## src/rtl/universal_shift_reg.sv

```systemverilog
// ---------------------------------------------------------------------------
// universal_shift_reg
//   WIDTH-bit shift register with eight operations (hold, shift left/right,
//   rotate left/right, arithmetic shift right, parallel load, clear).
//   Operations run either as a single step in IDLE, or as a counted burst:
//   a start pulse latches a shift/rotate mode plus a step count, and the
//   block repeats that operation once per enabled cycle until the count is
//   exhausted, then pulses done.
//
// Ports
//   clk      : clock, rising edge
//   reset_n  : synchronous active-low reset
//   en       : step enable in IDLE, burst stall (low = hold) in BURST
//   mode     : 000 HOLD 001 SHL 010 SHR 011 ROL 100 ROR 101 ASR 110 LOAD 111 CLR
//   din_l    : serial bit shifted into the LSB on SHL
//   din_r    : serial bit shifted into the MSB on SHR
//   pdata    : parallel load value
//   start    : burst request, looked at in IDLE only
//   count    : number of burst steps
//   q        : register contents
//   so_l     : q[WIDTH-1], combinational
//   so_r     : q[0], combinational
//   busy     : high while a burst is in progress
//   done     : one-cycle pulse after a burst completes
// ---------------------------------------------------------------------------
module universal_shift_reg #(
    parameter int WIDTH = 8,
    parameter int CNT_W = 4
) (
    input  logic             clk,
    input  logic             reset_n,
    input  logic             en,
    input  logic [2:0]       mode,
    input  logic             din_l,
    input  logic             din_r,
    input  logic [WIDTH-1:0] pdata,
    input  logic             start,
    input  logic [CNT_W-1:0] count,
    output logic [WIDTH-1:0] q,
    output logic             so_l,
    output logic             so_r,
    output logic             busy,
    output logic             done
);

    localparam logic [2:0] M_HOLD = 3'b000;
    localparam logic [2:0] M_SHL  = 3'b001;
    localparam logic [2:0] M_SHR  = 3'b010;
    localparam logic [2:0] M_ROL  = 3'b011;
    localparam logic [2:0] M_ROR  = 3'b100;
    localparam logic [2:0] M_ASR  = 3'b101;
    localparam logic [2:0] M_LOAD = 3'b110;
    localparam logic [2:0] M_CLR  = 3'b111;

    typedef enum logic {
        IDLE  = 1'b0,
        BURST = 1'b1
    } state_t;

    state_t           state, state_nxt;
    logic [2:0]       mode_r, mode_nxt;
    logic [CNT_W-1:0] rem, rem_nxt;
    logic [WIDTH-1:0] q_nxt;
    logic             done_nxt;

    // One application of an operation to the current register value.
    function automatic logic [WIDTH-1:0] step(
        input logic [2:0]       m,
        input logic [WIDTH-1:0] v,
        input logic [WIDTH-1:0] ld,
        input logic             sl,
        input logic             sr
    );
        logic [WIDTH-1:0] r;
        r = v;
        case (m)
            M_SHL:  r = {v[WIDTH-2:0], sl};
            M_SHR:  r = {sr, v[WIDTH-1:1]};
            M_ROL:  r = {v[WIDTH-2:0], v[WIDTH-1]};
            M_ROR:  r = {v[0], v[WIDTH-1:1]};
            M_ASR:  r = {v[WIDTH-1], v[WIDTH-1:1]};
            M_LOAD: r = ld;
            M_CLR:  r = '0;
            default: r = v;
        endcase
        return r;
    endfunction

    // Only the shift/rotate modes make sense repeated; LOAD/CLR/HOLD bursts
    // are treated as plain single-step cycles.
    logic burst_mode;
    assign burst_mode = (mode == M_SHL) || (mode == M_SHR) || (mode == M_ROL) ||
                        (mode == M_ROR) || (mode == M_ASR);

    always_comb begin
        state_nxt = state;
        mode_nxt  = mode_r;
        rem_nxt   = rem;
        q_nxt     = q;
        done_nxt  = 1'b0;
        case (state)
            IDLE: begin
                if (start && burst_mode) begin
                    // Accept edge: latch the burst, q untouched this edge.
                    state_nxt = BURST;
                    mode_nxt  = mode;
                    rem_nxt   = count;
                end else if (en) begin
                    q_nxt = step(mode, q, pdata, din_l, din_r);
                end
            end
            BURST: begin
                if (en) begin
                    if (rem == '0) begin
                        // Terminal edge spends a cycle with no shift so done
                        // lands in a cycle where the block is already IDLE.
                        state_nxt = IDLE;
                        done_nxt  = 1'b1;
                    end else begin
                        q_nxt   = step(mode_r, q, pdata, din_l, din_r);
                        rem_nxt = rem - 1'b1;
                    end
                end
            end
            default: state_nxt = IDLE;
        endcase
    end

    always_ff @(posedge clk) begin
        if (!reset_n) begin
            state  <= IDLE;
            mode_r <= M_HOLD;
            rem    <= '0;
            q      <= '0;
            done   <= 1'b0;
        end else begin
            state  <= state_nxt;
            mode_r <= mode_nxt;
            rem    <= rem_nxt;
            q      <= q_nxt;
            done   <= done_nxt;
        end
    end

    assign busy = (state == BURST);
    assign so_l = q[WIDTH-1];
    assign so_r = q[0];

endmodule

```

## config.mk

```make
export PLATFORM = sky130hd
export DESIGN_NAME = universal_shift_reg
export DESIGN_NICKNAME = d
export VERILOG_FILES = /design/src/rtl/universal_shift_reg.sv
export SDC_FILE = /design/constraint.sdc
export NUM_CORES = 1
export LEC_CHECK = 0
export BUFFER_PORTS_ARGS = -buffer_cell sky130_fd_sc_hd__buf_2
export CAP_MARGIN = 5
export CORE_MARGIN = 10
export CORE_UTILIZATION = 45
export DETAILED_ROUTE_END_ITERATION = 12
export HOLD_SLACK_MARGIN = 0.02
export PLACE_DENSITY = 0.69
export RECOVER_POWER = 100
export SLEW_MARGIN = 40
export SYNTH_ARGS = -nofsm -noshare
export SYNTH_HDL_FRONTEND = slang
export SYNTH_SLANG_ARGS = --single-unit
```

## constraint.sdc

```tcl
create_clock -name clk -period 2.1 [get_ports clk]
set_input_delay 0.42 -clock clk [delete_from_list [all_inputs] [get_ports clk]]
set_output_delay 0.42 -clock clk [all_outputs]
set_load 0.01 [all_outputs]
```

==> flow_metrics.tcl, run 1 <==
set metrics [dict create \
    status "complete, no violations" \
    busiest_layer "met2" \
    ys_top_cells_by_count "dfxtp_1, a21oi_1, inv_1" \
    critPathArrivalTime_ns 2.05 \
    cp.required_ns 2.27 \
    clock-sinks 17 \
    yosys.area_share.simple 0.2066 \
    path_max_fanout 7 \
    internal_power_mw 0.5876 \
    grt_use_total 0.1478 \
    reg2reg_to "q[2]$_SDFFE_PN0P_" \
    worstSetupEndpointType "flop" \
    min_to "busy$_SDFF_PN0_" \
    globalplace.congestion 0.9558 \
    core.rowCount 20 \
    share_seq_of_total_power 0.413 \
    hold_viol 0 \
    rr_startpoint "rem[0]$_SDFFE_PN0P_" \
    hp-start "reset_n" \
    grt_use_met1 0.1985 \
    rsz0062_at_grt "false" \
    switchingPower_mw 0.3828 \
    grt_max_degree 16 \
    p_per_area_nw_per_um2 574.9 \
    routedWlPerCell_um 17.68 \
    netlist_area_um2 1484 \
    worst_pin_slew_ns 0.5546 \
    hold_path_depth 2 \
    diodes 0 \
    final_nets 236 \
    async_reset_ff_frac 0 \
    cts-resized-gates 0 \
    utilization 0.5440 \
    drtPass1Iterations 4 \
    p_clk_frac 0.194 \
    vias 1629 \
    clockBufferDepth 2 \
    post-cts-setup-buffers 0 \
    area_growth_pct 13.74 \
    synthCells 186 \
    yosysWarnings 0 \
    ios 33 \
    fin_setup_tns_ns 0 \
    ys_top_cells_by_area "dfxtp_1, mux2i_1, o221ai_1" \
    h-tree-depth 1 \
    synth_cell_types 50 \
    detailed_place_hpwl_um 3439 \
    muxShareOfSynthArea 0.09612 \
    synth_compound_area_frac 0.3415 \
    max_freq_ghz 0.5337 \
    cts_buffers 3 \
    dieArea_um2 5995 \
    grt_pass1_vias 1547 \
    maxSlewHeadroom 0.6298 \
    grt_use_met3 0.03917 \
    layout-drive-gt1-share 0.1878 \
    antenna_found_initial 0 \
    met2_usage 0.2224 \
    synth_xor_area_frac 0.01180 \
    cts_tree "done" \
    syn-mean-instance-area_um2 7.978 \
    cts-root-buf "clkbuf_4" \
    synth_ff_type "dfxtp_1" \
    critPathLaunchType "flop" \
    die_height_um 77.43 \
    synth_top_family_by_area "compound AO/OA/AOI/OAI gates" \
    grt-ovfl-total 0 \
    power_leakage_nw 0.6228 \
    r2r_setup_slack_ns 0.23 \
    ctsHoldBuffers 0 \
    yosysSeqAreaShare 0.2293 \
    core_um2 3103 \
    synth_edf_count 0 \
    r2r_cells 6 \
    ant_nets 0 \
    fin_crit_sh 0.8922 \
    yosysMostFrequentCell "dfxtp_1" \
    yosysTopAreaCellShare 0.2293 \
    holdWs_ns 0.3695 \
    period_minus_slack_ns 1.874 \
    critPathKind "flop to flop" \
    start_util 0.4782 \
    peakVddDrop_uv 281.2 \
    drv_cap 0 \
    wl_um 4543 \
    grt_pass1_wl_um 7610 \
    drv_slew 0 \
    synth-seq-cells 17 \
    insertion_delay_ns 0.30 \
    comb_power_share 0.394 \
    drc 0 \
    vias_per_cell 6.339 \
    synth_fa_ha_area_frac 0.008432 \
    setup_viol 0 \
    portBuffers 32 \
    die_x_um 77.43 \
    syn_nets 208 \
    sw_frac_of_total 0.3945 \
    finClkSkew_ns 0.001936 \
    first_iter_violations 143 \
    yosys.area.top_type "dfxtp_1" \
    hold_class "input pin to flop" \
    cts.clk_slew.worst_paths_ns 0.11 \
]
[worst max-delay path, cell delays in order, from the launching register on]
cell and delay (ns):
dfxtp_1 0.38, inv_1 0.07, ha_1 0.23, and4bb_2 0.32, a211oi_4 0.24, and2_1 0.35
a311oi_1 0.15
[logic make-up after synthesis]
kind of cell | count (synthesis)
simple gates | 49
buf+inv | 35
flops | 17
mux | 14
xor+xnor | 2
fa+ha+maj | 1
compound gates | 68
[layout make-up]
type / instances / area [µm²]
fill: 305 / 1415
multi-input combinational: 134 / 980.9
sequential: 17 / 340.3
timing repair buffer: 44 / 231.5
tap: 44 / 55.05
inverter: 14 / 52.55
clock buffer: 3 / 22.52
clock inverter: 1 / 5.005
[per-stage QoR]
stage               setup slack [ns]  power, mW  area, µm²  cells
floorplan                     0.3789     0.6674       1484    186
global placement              0.2943     0.7830       1684    253
detailed placement            0.2356     0.7917       1684    253
CTS                           0.2427     0.9797       1712    257
global route                 0.05744      1.034       1688    257
finish                        0.2263     0.9704       1688    257
[layout by cell type, fill, tap and decap left out, types with 3 or more instances in the layout]
cell / instances
buf_2: 20
dfxtp_1: 17
inv_1: 14
a21oi_1: 14
clkbuf_1: 13
mux2i_1: 12
buf_4: 11
o211ai_1: 10
o221ai_1: 9
nand2b_1: 8
o21ai_0: 7
nor3_1: 7
a311oi_1: 7
nor2_1: 7
nand3_1: 6
nand2_1: 4
o311ai_0: 4
nand4b_1: 4
clkbuf_4: 3
[state kept, by name (all words and copies together), names as in the netlist]
name	flops
mode_r	3
rem	4
q	8
done	1
busy	1
[power by group through the flow]
stage               combinational [mW]  clock (mW)  sequential (mW)
floorplan                        0.269           0            0.399
global placement                 0.380           0            0.403
detailed placement               0.386           0            0.406
CTS                              0.387       0.194            0.399
global route                     0.423       0.203            0.407
finish                           0.382       0.188            0.400
[layer usage]
metal / part of all wire / up-vias
li1: - / 770
met1: 0.45 / 771
met2: 0.46 / 79
met3: 0.079 / 9
met4: 0.012 / 0
met5: 0 / -
[worst max path at each step]
stage / startpoint / endpoint / slack (ns) / cells after the start
detailed placement: mode[1] / q[7]$_SDFFE_PN0P_ / 0.24 / 5
finish: rem[0]$_SDFFE_PN0P_ / q[2]$_SDFFE_PN0P_ / 0.23 / 6
global route: rem[0]$_SDFFE_PN0P_ / q[2]$_SDFFE_PN0P_ / 0.06 / 7
global placement: mode[1] / q[7]$_SDFFE_PN0P_ / 0.29 / 5
CTS: rem[0]$_SDFFE_PN0P_ / q[2]$_SDFFE_PN0P_ / 0.24 / 7
floorplan: rem[0]$_SDFFE_PN0P_ / q[0]$_SDFFE_PN0P_ / 0.38 / 7
No activity file was read; power rests on OpenSTA's default activity.
==> run 2, diff against run 1 <==
--- a/config.mk
+++ b/config.mk
@@ -11,7 +11,7 @@
 export CORE_UTILIZATION = 45
 export DETAILED_ROUTE_END_ITERATION = 12
 export HOLD_SLACK_MARGIN = 0.02
-export PLACE_DENSITY = 0.69
+export PLACE_DENSITY_LB_ADDON = 0.08
 export RECOVER_POWER = 100
 export SLEW_MARGIN = 40
 export SYNTH_ARGS = -nofsm -noshare
==> run 2 against run 1 <==
Effect of this change: combinational power about the same; cell count down 0.78%; hold slack better by 0.023 ns; clock power down 2%; largest power group unchanged.
==> flow_metrics.tcl, run 2 (synthesized netlist as in run 1, its figures left out) <==
set metrics [dict create \
    vias_per_cell 6.451 \
    antenna_found_initial 0 \
    largest_reg_flops 8 \
    hold_class "input pin to flop" \
    dieArea_um2 5995 \
    cts_buffers 3 \
    busiest_layer "met2" \
    core.rowCount 20 \
    cp-endpoint "q[1]$_SDFFE_PN0P_" \
    cts.clk_slew.worst_paths_ns 0.11 \
    final_cell_mix "buf_2, dfxtp_1, inv_1, a21oi_1" \
    core_um2 3103 \
    rr_startpoint "rem[0]$_SDFFE_PN0P_" \
    layout-drive-gt1-share 0.1896 \
    p_per_area_nw_per_um2 575.1 \
    grt_use_met1 0.2030 \
    die_height_um 77.43 \
    fillCellCount 334 \
    r2r_setup_slack_ns 0.11 \
    place_area_um2 1669 \
    drv_slew 0 \
    rsz0062_at_grt "false" \
    wl_um 4609 \
    diodes 0 \
    fin_setup_tns_ns 0 \
    cp.required_ns 2.27 \
    portBuffers 32 \
    ctsHoldBuffers 0 \
    worst_pin_slew_ns 0.5830 \
    utilization 0.5419 \
    grt_max_degree 22 \
    setup_viol 0 \
    insertion_delay_ns 0.30 \
    largest-register "q" \
    first_iter_violations 183 \
    final_nets 234 \
    status "complete, no violations" \
    max_freq_ghz 0.5019 \
    critPathKind "flop to flop" \
    grt_use_total 0.1467 \
    cts-root-buf "clkbuf_4" \
    post-cts-setup-buffers 0 \
    grt_pass1_vias 1604 \
    startpoint "rem[0]$_SDFFE_PN0P_" \
    globalplace.congestion 0.8754 \
    reg2reg_to "q[1]$_SDFFE_PN0P_" \
    grt_pass1_wl_um 7686 \
    peakVddDrop_uv 431.1 \
    path_max_fanout 7 \
    regArea_um2 340.3 \
    top_regs "q x8, rem x4, mode_r x3" \
    power_leakage_nw 0.6184 \
    multi_input_area_um2 985.9 \
    r2r_cells 6 \
    period_minus_slack_ns 1.992 \
    cts_tree "done" \
    vias 1645 \
    ant_nets 0 \
    drc 0 \
    h-tree-depth 1 \
    drtPass1Iterations 4 \
    routedWlPerCell_um 18.07 \
    worstSetupEndpointType "flop" \
    cts-resized-gates 0 \
    met2_usage 0.2115 \
    hold_viol 0 \
    maxSlewHeadroom 0.6092 \
    layout_commonest_cell "buf_2" \
    start_util 0.4782 \
    critPathArrivalTime_ns 2.16 \
    clock-sinks 17 \
    grt_use_met3 0.04608 \
    ios 33 \
    drv_cap 0 \
    die_x_um 77.43 \
    clockBufferDepth 2 \
    fin_crit_sh 0.9487 \
    detailed_place_hpwl_um 3466 \
    finClkSkew_ns 0.005604 \
    area_growth_pct 13.32 \
    critPathLaunchType "flop" \
    final_cell_area_um2 1682 \
    grt-ovfl-total 0 \
]
## run 2: cell type report
cell class	instances	share of cell area
clock inverters	1	0.002976
inverters	14	0.03125
repair buffers	42	0.1310
clock buffers	3	0.01339
multi-input cells	134	0.5863
well taps	44	0.03274
flip-flops and latches	17	0.2024
## run 2: worst max-delay path: stages, from the launching register on
cell and delay (ns):
dfxtp_1 0.40, inv_1 0.08, ha_1 0.23, and4bb_2 0.31, a211oi_4 0.31, and2_1 0.37, a311oi_1 0.16
## run 2: worst min path at each step
stage,to,from,cells after the start,slack [ns]
6_report,busy$_SDFF_PN0_,reset_n,2,0.39
5_1_grt,busy$_SDFF_PN0_,reset_n,2,0.39
4_1_cts,busy$_SDFF_PN0_,reset_n,2,0.39
3_5_place_dp,rem[1]$_SDFFE_PN0P_,rem[1]$_SDFFE_PN0P_,2,0.53
3_3_place_gp,rem[1]$_SDFFE_PN0P_,rem[1]$_SDFFE_PN0P_,2,0.50
2_1_floorplan,rem[1]$_SDFFE_PN0P_,rem[1]$_SDFFE_PN0P_,2,0.48
## run 2: layer usage
metal	share of wire	wire length, µm
met1	0.47	2182
met2	0.45	2052
met3	0.073	338
met4	0.0078	36
met5	0	0
## run 2: power breakdown
part           leakage (nW)  total (mW)  switching [mW]  internal (mW)
registers             0.140       0.400          0.0451          0.355
clock network        0.0177       0.184           0.113         0.0709
logic                 0.461       0.383           0.224          0.159
## run 2: per-stage QoR
stage                     setup slack, ns  hold WS [ns]  std cells  power, mW
after CTS                          0.1328        0.3916        255     0.9702
after detailed placement           0.1577        0.5296        251     0.7886
final                              0.1077        0.3924        255     0.9672
after floorplan                    0.3789        0.4752        186     0.6674
after global routing              0.01841        0.3898        255      1.029
after global placement             0.1856        0.5014        251     0.7799
==> run 3, diff against run 2 <==
==> constraint.sdc (replaced) <==
create_clock -name clk -period 1.88 [get_ports clk]
set_input_delay 0.376 -clock clk [delete_from_list [all_inputs] [get_ports clk]]
set_output_delay 0.376 -clock clk [all_outputs]
set_load 0.01 [all_outputs]
==> run 3 against run 2 <==
Effect of this change: critical path type unchanged; clock skew rose by 0.0035 ns; final area rose by 1.4%; power rose by 11%; critical endpoint is now q[3]$_SDFFE_PN0P_.
==> flow_metrics.tcl, run 3 (synthesized netlist as in run 1, its figures left out) <==
set metrics [dict create \
    status "complete, no violations" \
    core.rowCount 20 \
    cts.clk_slew.worst_paths_ns 0.10 \
    vias_per_cell 6.016 \
    fin_setup_tns_ns 0 \
    utilization 0.5496 \
    first_iter_violations 147 \
    p_per_area_nw_per_um2 630.5 \
    layout-drive-gt1-share 0.2009 \
    largest-register "q" \
    final_nets 237 \
    grt_pass1_wl_um 7189 \
    globalplace.congestion 0.8125 \
    die_x_um 77.43 \
    dieArea_um2 5995 \
    area_growth_pct 14.92 \
    drc 0 \
    critPathLaunchType "flop" \
    final_cell_mix "buf_2, dfxtp_1, inv_1, a21oi_1, clkbuf_1" \
    critPathArrivalTime_ns 1.89 \
    start_util 0.4782 \
    top_regs "q x8, rem x4, mode_r x3" \
    h-tree-depth 1 \
    drv_cap 0 \
    ctsHoldBuffers 0 \
    largest_reg_flops 8 \
    period_minus_slack_ns 1.733 \
    cts-root-buf "clkbuf_4" \
    core_um2 3103 \
    drtPass1Iterations 5 \
    finalPower_mw 1.075 \
    diodes 0 \
    wl_um 4406 \
    max_freq_ghz 0.5771 \
    routedWlPerCell_um 17.08 \
    grt_use_total 0.1411 \
    power_leakage_nw 0.6317 \
    antenna_found_initial 0 \
    hold_class "input pin to flop" \
    cts_buffers 3 \
    path_max_fanout 7 \
    clockBufferDepth 2 \
    layout_commonest_cell "buf_2" \
    rsz0062_at_grt "false" \
    critPathKind "flop to flop" \
    worst_pin_slew_ns 0.6363 \
    setup_viol 0 \
    grt-ovfl-total 0 \
    regArea_um2 341.6 \
    hold_viol 0 \
    post-cts-setup-buffers 0 \
    cp.required_ns 2.04 \
    detailed_place_hpwl_um 3351 \
    insertion_delay_ns 0.29 \
    ios 33 \
    clock-sinks 17 \
    fillCellCount 326 \
    vias 1552 \
    finClkSkew_ns 0.009125 \
    peakVddDrop_uv 419.9 \
    fin_crit_sh 0.9217 \
    ant_nets 0 \
    cts_tree "done" \
    die_height_um 77.43 \
    grt_max_degree 24 \
    portBuffers 32 \
    maxSlewHeadroom 0.5735 \
    worstSetupEndpointType "flop" \
    drv_slew 0 \
    multi_input_area_um2 989.7 \
    grt_pass1_vias 1430 \
]
-- run 3: cell types whose count changed in the layout (fill, tap and decap cells not counted) --
cell | before | now
clkinv_2 | 1 | 0
and4bb_2 | 1 | 0
dfxtp_1 | 17 | 16
dfxtp_2 | 0 | 1
clkbuf_1 | 12 | 13
buf_4 | 10 | 12
and4bb_4 | 0 | 1
buf_2 | 20 | 21
-- run 3: repair_timing --
item / CTS / global route
hold endpoints to repair: 0 / 0
resized for setup: 0 / 2
setup endpoints to repair: 0 / 7
-- run 3: final timing paths --
| kind | startpoint | end | slack (ns) | cells after the start |
|---|---|---|---|---|
| min reg2reg | rem[1]$_SDFFE_PN0P_ | rem[1]$_SDFFE_PN0P_ | 0.53 | 2 |
| max | rem[1]$_SDFFE_PN0P_ | q[3]$_SDFFE_PN0P_ | 0.15 | 6 |
| min | reset_n | busy$_SDFF_PN0_ | 0.32 | 2 |
| max reg2reg | rem[1]$_SDFFE_PN0P_ | q[3]$_SDFFE_PN0P_ | 0.15 | 6 |
-- run 3: critical path, stage by stage (launching register included) --
cell      delay [ns]
dfxtp_1         0.39
inv_1           0.06
ha_1            0.21
and4bb_4        0.25
a211oi_4        0.22
and2_1          0.32
a311oi_1        0.14
-- run 3: layer usage --
metal,part of all wire,vias up,wire (µm),global-route usage
met5,0,-,0,0
met4,0.0070,0,31,0.03650
met3,0.10,4,457,0.03802
met2,0.44,65,1932,0.2090
met1,0.45,715,1984,0.1950
li1,-,768,-,-
-- run 3: final cells by class --
class / instances / share of cell area
Tap cell: 44 / 0.03228
Clock buffer: 4 / 0.01541
Sequential cell: 17 / 0.2003
Multi-Input combinational cell: 134 / 0.5803
Timing Repair Buffer: 45 / 0.1409
Inverter: 14 / 0.03081
-- run 3: through the flow --
step                      worst slack [ns]  hold slack [ns]  cell area (µm²)  std cells
after detailed placement           0.04487           0.5107             1692        254
after CTS                          0.06271           0.3293             1718        258
after global routing               0.02089           0.3163             1705        258
final                               0.1472           0.3245             1705        258
after floorplan                     0.1589           0.4752             1484        186
after global placement             0.09602           0.5022             1692        254
-- run 3: power by group --
| part | total (mW) | switching, mW | internal [mW] |
|---|---|---|---|
| Clock | 0.200 | 0.118 | 0.0826 |
| Combinational | 0.432 | 0.248 | 0.184 |
| Sequential | 0.443 | 0.0456 | 0.397 |
